## config.mk

```make
export PLATFORM = sky130hd
export DESIGN_NAME = dmem_dump_arbiter
export DESIGN_NICKNAME = d
export VERILOG_FILES = /design/src/rtl/mips_pkg.sv /design/src/rtl/dmem_port_mux.sv /design/src/rtl/dmem_dump_arbiter.sv
export SDC_FILE = /design/constraint.sdc
export NUM_CORES = 1
export LEC_CHECK = 0
export CORE_ASPECT_RATIO = 0.5
export CORE_UTILIZATION = 32
export DETAILED_ROUTE_END_ITERATION = 10
export GPL_TIMING_DRIVEN = 0
export PLACE_DENSITY = 0.84
export SYNTH_ARGS = -nofsm -noshare
export SYNTH_HDL_FRONTEND = slang
export SYNTH_SLANG_ARGS = --single-unit
```

## constraint.sdc

```tcl
create_clock -name clk -period 1.8 [get_ports clk]
set_input_delay 0.27 -clock clk [delete_from_list [all_inputs] [get_ports clk]]
set_output_delay 0.27 -clock clk [all_outputs]
set_load 0.02 [all_outputs]
```

## src/rtl/mips_pkg.sv

```systemverilog
// Shared MEM-stage definitions: DataMemory command encodings and the dump FSM state type.
package mips_pkg;

    localparam logic [1:0] MEM_IDLE  = 2'b00;
    localparam logic [1:0] MEM_WRITE = 2'b01;
    localparam logic [1:0] MEM_READ  = 2'b10;

    typedef enum logic [2:0] {
        StIdle,
        StIssue,
        StWait,
        StPresent,
        StDone
    } dumpStateT;

endpackage

```

## src/rtl/dmem_port_mux.sv

```systemverilog
// Combinational DataMemory port select between the pipeline and the dump engine.
module dmem_port_mux
    import mips_pkg::*;
(
    input  logic        sel,
    input  logic [1:0]  pipeReadWrite,
    input  logic [31:0] pipeAddress,
    input  logic [31:0] pipeWdata,
    input  logic [1:0]  dumpReadWrite,
    input  logic [31:0] dumpAddress,
    output logic [1:0]  memReadWrite,
    output logic [31:0] memAddress,
    output logic [31:0] memWdata
);

    always_comb begin
        if (sel) begin
            memReadWrite = dumpReadWrite;
            memAddress   = dumpAddress;
            memWdata     = 32'h0;
        end else begin
            // 2'b11 is not a legal command; the memory must see it as idle
            memReadWrite = (pipeReadWrite == 2'b11) ? MEM_IDLE : pipeReadWrite;
            memAddress   = pipeAddress;
            memWdata     = pipeWdata;
        end
    end

endmodule

```

## src/rtl/dmem_dump_arbiter.sv

```systemverilog
// DataMemory port arbiter: pipeline pass-through, or a sequential debug dump of DEPTH words
// streamed over valid/ready while the pipeline is frozen.
module dmem_dump_arbiter
    import mips_pkg::*;
#(
    parameter int unsigned DEPTH     = 128,
    parameter logic [31:0] BASE_ADDR = 32'h0000_0000,
    parameter int unsigned MEM_LAT   = 1
) (
    input  logic        clk,
    input  logic        rst,
    input  logic        stop_debug,
    input  logic        dump_start,
    input  logic [1:0]  pipe_read_write,
    input  logic [31:0] pipe_address,
    input  logic [31:0] pipe_wdata,
    input  logic [31:0] mem_rdata,
    output logic [1:0]  mem_read_write,
    output logic [31:0] mem_address,
    output logic [31:0] mem_wdata,
    output logic [31:0] pipe_rdata,
    output logic        dump_valid,
    output logic [31:0] dump_data,
    input  logic        dump_ready,
    output logic        dump_busy,
    output logic        dump_done,
    output logic        dump_abort
);

    localparam int unsigned   IdxW    = (DEPTH > 1) ? $clog2(DEPTH) : 1;
    localparam logic [IdxW-1:0] LastIdx = IdxW'(DEPTH - 1);
    localparam logic [1:0]    LatInit = 2'(MEM_LAT - 1);

    dumpStateT       stateQ, stateD;
    logic [IdxW-1:0] idxQ, idxD;
    logic [1:0]      latCntQ, latCntD;
    logic [31:0]     dataQ, dataD;

    logic            dumpSel;
    logic            engaged;
    logic [1:0]      dumpReadWrite;
    logic [31:0]     dumpAddress;

    always_ff @(posedge clk or posedge rst) begin
        if (rst) begin
            stateQ  <= StIdle;
            idxQ    <= '0;
            latCntQ <= 2'd0;
            dataQ   <= 32'h0;
        end else begin
            stateQ  <= stateD;
            idxQ    <= idxD;
            latCntQ <= latCntD;
            dataQ   <= dataD;
        end
    end

    assign engaged = (stateQ == StIssue) || (stateQ == StWait) || (stateQ == StPresent);

    always_comb begin
        stateD        = stateQ;
        idxD          = idxQ;
        latCntD       = latCntQ;
        dataD         = dataQ;
        dumpReadWrite = MEM_IDLE;
        dump_abort    = 1'b0;
        case (stateQ)
            StIdle: begin
                if (dump_start && stop_debug) begin
                    stateD = StIssue;
                    idxD   = '0;
                end
            end
            StIssue: begin
                dumpReadWrite = MEM_READ;
                latCntD       = LatInit;
                stateD        = StWait;
            end
            StWait: begin
                if (latCntQ == 2'd0) begin
                    dataD  = mem_rdata;
                    stateD = StPresent;
                end else begin
                    latCntD = latCntQ - 2'd1;
                end
            end
            StPresent: begin
                if (dump_ready) begin
                    if (idxQ == LastIdx) begin
                        stateD = StDone;
                    end else begin
                        idxD   = idxQ + 1'b1;
                        stateD = StIssue;
                    end
                end
            end
            StDone:  stateD = StIdle;
            default: stateD = StIdle;
        endcase
        // Releasing the pipeline cancels the dump and overrides any handshake this cycle
        if (engaged && !stop_debug) begin
            stateD     = StIdle;
            idxD       = '0;
            dump_abort = 1'b1;
        end
    end

    assign dumpSel     = engaged;
    assign dumpAddress = BASE_ADDR + (32'(idxQ) << 2);

    dmem_port_mux u_port_mux (
        .sel           (dumpSel),
        .pipeReadWrite (pipe_read_write),
        .pipeAddress   (pipe_address),
        .pipeWdata     (pipe_wdata),
        .dumpReadWrite (dumpReadWrite),
        .dumpAddress   (dumpAddress),
        .memReadWrite  (mem_read_write),
        .memAddress    (mem_address),
        .memWdata      (mem_wdata)
    );

    assign pipe_rdata = mem_rdata;
    assign dump_valid = (stateQ == StPresent) && stop_debug;
    assign dump_data  = dataQ;
    assign dump_busy  = (stateQ != StIdle);
    assign dump_done  = (stateQ == StDone);

endmodule

```

==> results.ini <==
[sta]
drv_slew = 0
clock_tree_skew_after_final_layout_ns = 0.004349
rsz0062_at_grt = yes
period_share = 1.078
worst_pin_slew_ns = 0.4255
final_critical_path_setup_slack_ns = -0.1400
setup_violations = 41
max_slew_margin = 0.7153
timing_hold_violations_final = 0
final_period_minus_worst_setup_slack_ns = 1.940
fin_tns_setup_ns = -2.778
timing.fmax_mhz = 515.5

[final_layout]
nets = 637
layout_common_cells = clkdlybuf4s50_1, buf_4, buf_6
drive_above_1_share = 0.4597
most_common_cell_after_layout_fill_and_taps_aside = clkdlybuf4s50_1
finish.cell_count_without_fillers = 645
n_antenna_cell = 0
final_core_utilization = 0.7393
layout-area-overhead-vs-synth_pct = 123.5

[run_status]
violations = setup timing
outcome = finished with violations

[clocking]
h-tree-depth = 2
cts_buffers = 5
clockBufferDepth = 2
clkSlewWorstSetupHoldPaths_ns = 0.06
cts_tree = built
cts.sinks = 44
clockRootBuffer = clkbuf_16
insertion_delay_ns = 0.29

[setup_path]
worst_setup_path_end_kind = output pin
critPathMaxFanout = 5
crit_required_ns = 1.53
timing_worst_setup_path_type = reg2out
cp-start-kind = flop
cp.arrival_ns = 1.67

[place]
port_buffers = 236
dp.final_hpwl_um = 7045
preCtsSetupSlack_ns = -0.7395
place.gp.congestion = 0.7745
numPlacedInstances = 610

[synth]
postSynthCellCount = 261
yosys.area_share.simple = 0.2061
synthXorXnorAreaFrac = 0
synth-compound-area-share = 0.07849
mappedNetlistNets = 366
yosysUniqueCellTypes = 40
synthesis.yosys.warnings = 0
seq_area_frac_synth = 0.4161
synthMuxAreaShare = 0.1660
netlist_area_um2 = 2646
syn_avg_cell_area_um2 = 10.14
postSynthRegisterBits = 44
largest_family_of_logic_cells_by_synthesized_area = simple AND/OR/NAND/NOR gates
synthAdderAreaFrac = 0.009456

[global_routing]
grt_pass1_vias = 2856
global_route_congestion_overflow_total = 0
global_route_wire_length_before_repair_um = 14480
initial_antenna_violation_count = 0
grt.total_usage = 0.2180
pin_count_of_the_biggest_net_entering_global_routing = 34

[die]
std_cell_rows = 23
initial_utilization = 0.3308
die_ht_um = 66.31
coreArea_um2 = 8000
dieWidth_um = 130.6
ioPinCount = 237
die-area_um2 = 8660

[detailed_routing]
met1_routed_length_um = 4314
detailroute.wirelength.met2_um = 5841
remaining_antenna_violation_count = 0
vias_cell = 4.732
avgRoutedWirePerCell_um = 17.09
top_layer_used = met4
detail_route.iter0.violations = 145
route.final.wire_length_um = 11020
num_vias = 3052
route.detailed.drc = 0
pre_repair_dr_iteration_count = 4
wl_met3_um = 591

[pwr]
power-per-cell-area_nw_per_um2 = 1489
p_seq_frac = 0.185
power_leakage_nw = 2.692
power.total_w = 0.008805
p_switching_w = 0.003362
power_switching_share = 0.3818
combPwrFrac = 0.692
internal_power_w = 0.005443
worst_ir_drop_vdd_mv = 0.7836
clockPowerShare = 0.123

[run]
max-cap-violations = 0

[min_path]
min-delay-path-class = in2async

==> critical path: stages, from the launching register on <==
cell	delay [ns]
dfrtp_2	0.45
o21ai_4	0.23
buf_6	0.16
buf_4	0.11
mux2_4	0.29
buf_6	0.13
==> worst paths after layout <==
check / startpoint / endpoint / slack [ns] / depth (start not counted)
max: stateQ[1]$_DFFE_PP0P_ / mem_address[6] / -0.14 / 5
min: rst / dump_data[18]$_DFFE_PP0P_ / 0.26 / 2
max reg2reg: stateQ[2]$_DFFE_PP0P_ / dump_data[24]$_DFFE_PP0P_ / 0.02 / 6
min reg2reg: dump_data[13]$_DFFE_PP0P_ / dump_data[13]$_DFFE_PP0P_ / 0.50 / 1
max in group asynchronous: rst / stateQ[0]$_DFFE_PP0P_ / 1.07 / 3
min in group clk: stop_debug / stateQ[1]$_DFFE_PP0P_ / 0.46 / 3
==> state kept, by name, indices dropped and copies added, names as in the netlist <==
register,cells
dump_data,32
stateQ,3
idxQ,7
latCntQ,2
==> through the flow <==
| stage | area, um^2 | hold slack (ns) |
|---|---|---|
| 2_1_floorplan | 2646 | 0.3803 |
| 3_3_place_gp | 5149 | 0.4897 |
| 3_5_place_dp | 5169 | 0.4945 |
| 4_1_cts | 5453 | 0.2510 |
| 5_1_grt | 5914 | 0.2921 |
| 6_report | 5914 | 0.2598 |
==> Yosys cell counts (all sizes together) <==
cell / number / area, um^2
nand3: 3 / 20.02
a31oi: 3 / 18.77
mux2: 39 / 439.2
inv: 8 / 30.03
a21boi: 1 / 7.510
and3: 3 / 18.77
a311oi: 1 / 8.760
a221o: 1 / 10.01
clkinv: 1 / 5.000
a22o: 1 / 8.760
clkbuf: 6 / 22.52
a22oi: 1 / 7.510
o211ai: 3 / 22.52
nor3b: 2 / 20.02
and2b: 1 / 7.510
and2: 58 / 362.9
a2bb2oi: 1 / 8.760
a21oi: 6 / 30.03
nor3: 5 / 25.02
and4: 1 / 8.760
o21ai: 6 / 30.02
o311ai: 1 / 8.760
a21o: 2 / 15.01
a21bo: 1 / 10.01
nand2b: 1 / 6.260
ha: 2 / 25.02
nor2b: 1 / 6.260
o22ai: 2 / 12.51
a221oi: 1 / 8.760
dfrtp: 44 / 1101
or4: 1 / 7.510
buf: 38 / 270.3
nor2: 6 / 22.52
nand2: 10 / 40.04
==> final cells by class <==
class | count | area (um^2)
fill | 561 | 2086
timing repair buffer | 267 | 2704
inverter | 9 | 38.79
multi-input combinational | 164 | 1414
sequential | 44 | 1105
tap | 112 | 140.1
buffer | 41 | 335.3
clock buffer | 6 | 138.9
clock inverter | 2 | 38.79
==> power by group through the flow <==
stage	clock network (W)	logic, W	registers, W
6_report	0.00108	0.00610	0.00163
3_3_place_gp	0	0.00471	0.00160
4_1_cts	0.00108	0.00516	0.00161
3_5_place_dp	0	0.00477	0.00162
5_1_grt	0.00114	0.00639	0.00168
2_1_floorplan	0	0.00202	0.00206
==> metal layers <==
| metal | track usage | vias up |
|---|---|---|
| met4 | 0.07328 | 0 |
| met2 | 0.4074 | 145 |
| met3 | 0.03479 | 29 |
| met5 | 0 | - |
| li1 | - | 1401 |
| met1 | 0.2547 | 1477 |
==> logic make-up after synthesis <==
group | after synthesis
compound gates | 31
fa+ha+maj | 2
buf+inv | 53
flops | 44
mux | 39
simple gates | 92
==> what timing repair did <==
action,4_1_cts,5_1_grt
cloned,1,4
endpoints found under the hold margin,0,0
gates resized for setup,388,116
setup endpoints to repair,100,105
hold buffers,0,0
buffers inserted,12,14
pin swaps,7,16
Power figures use the tool's default switching activity.
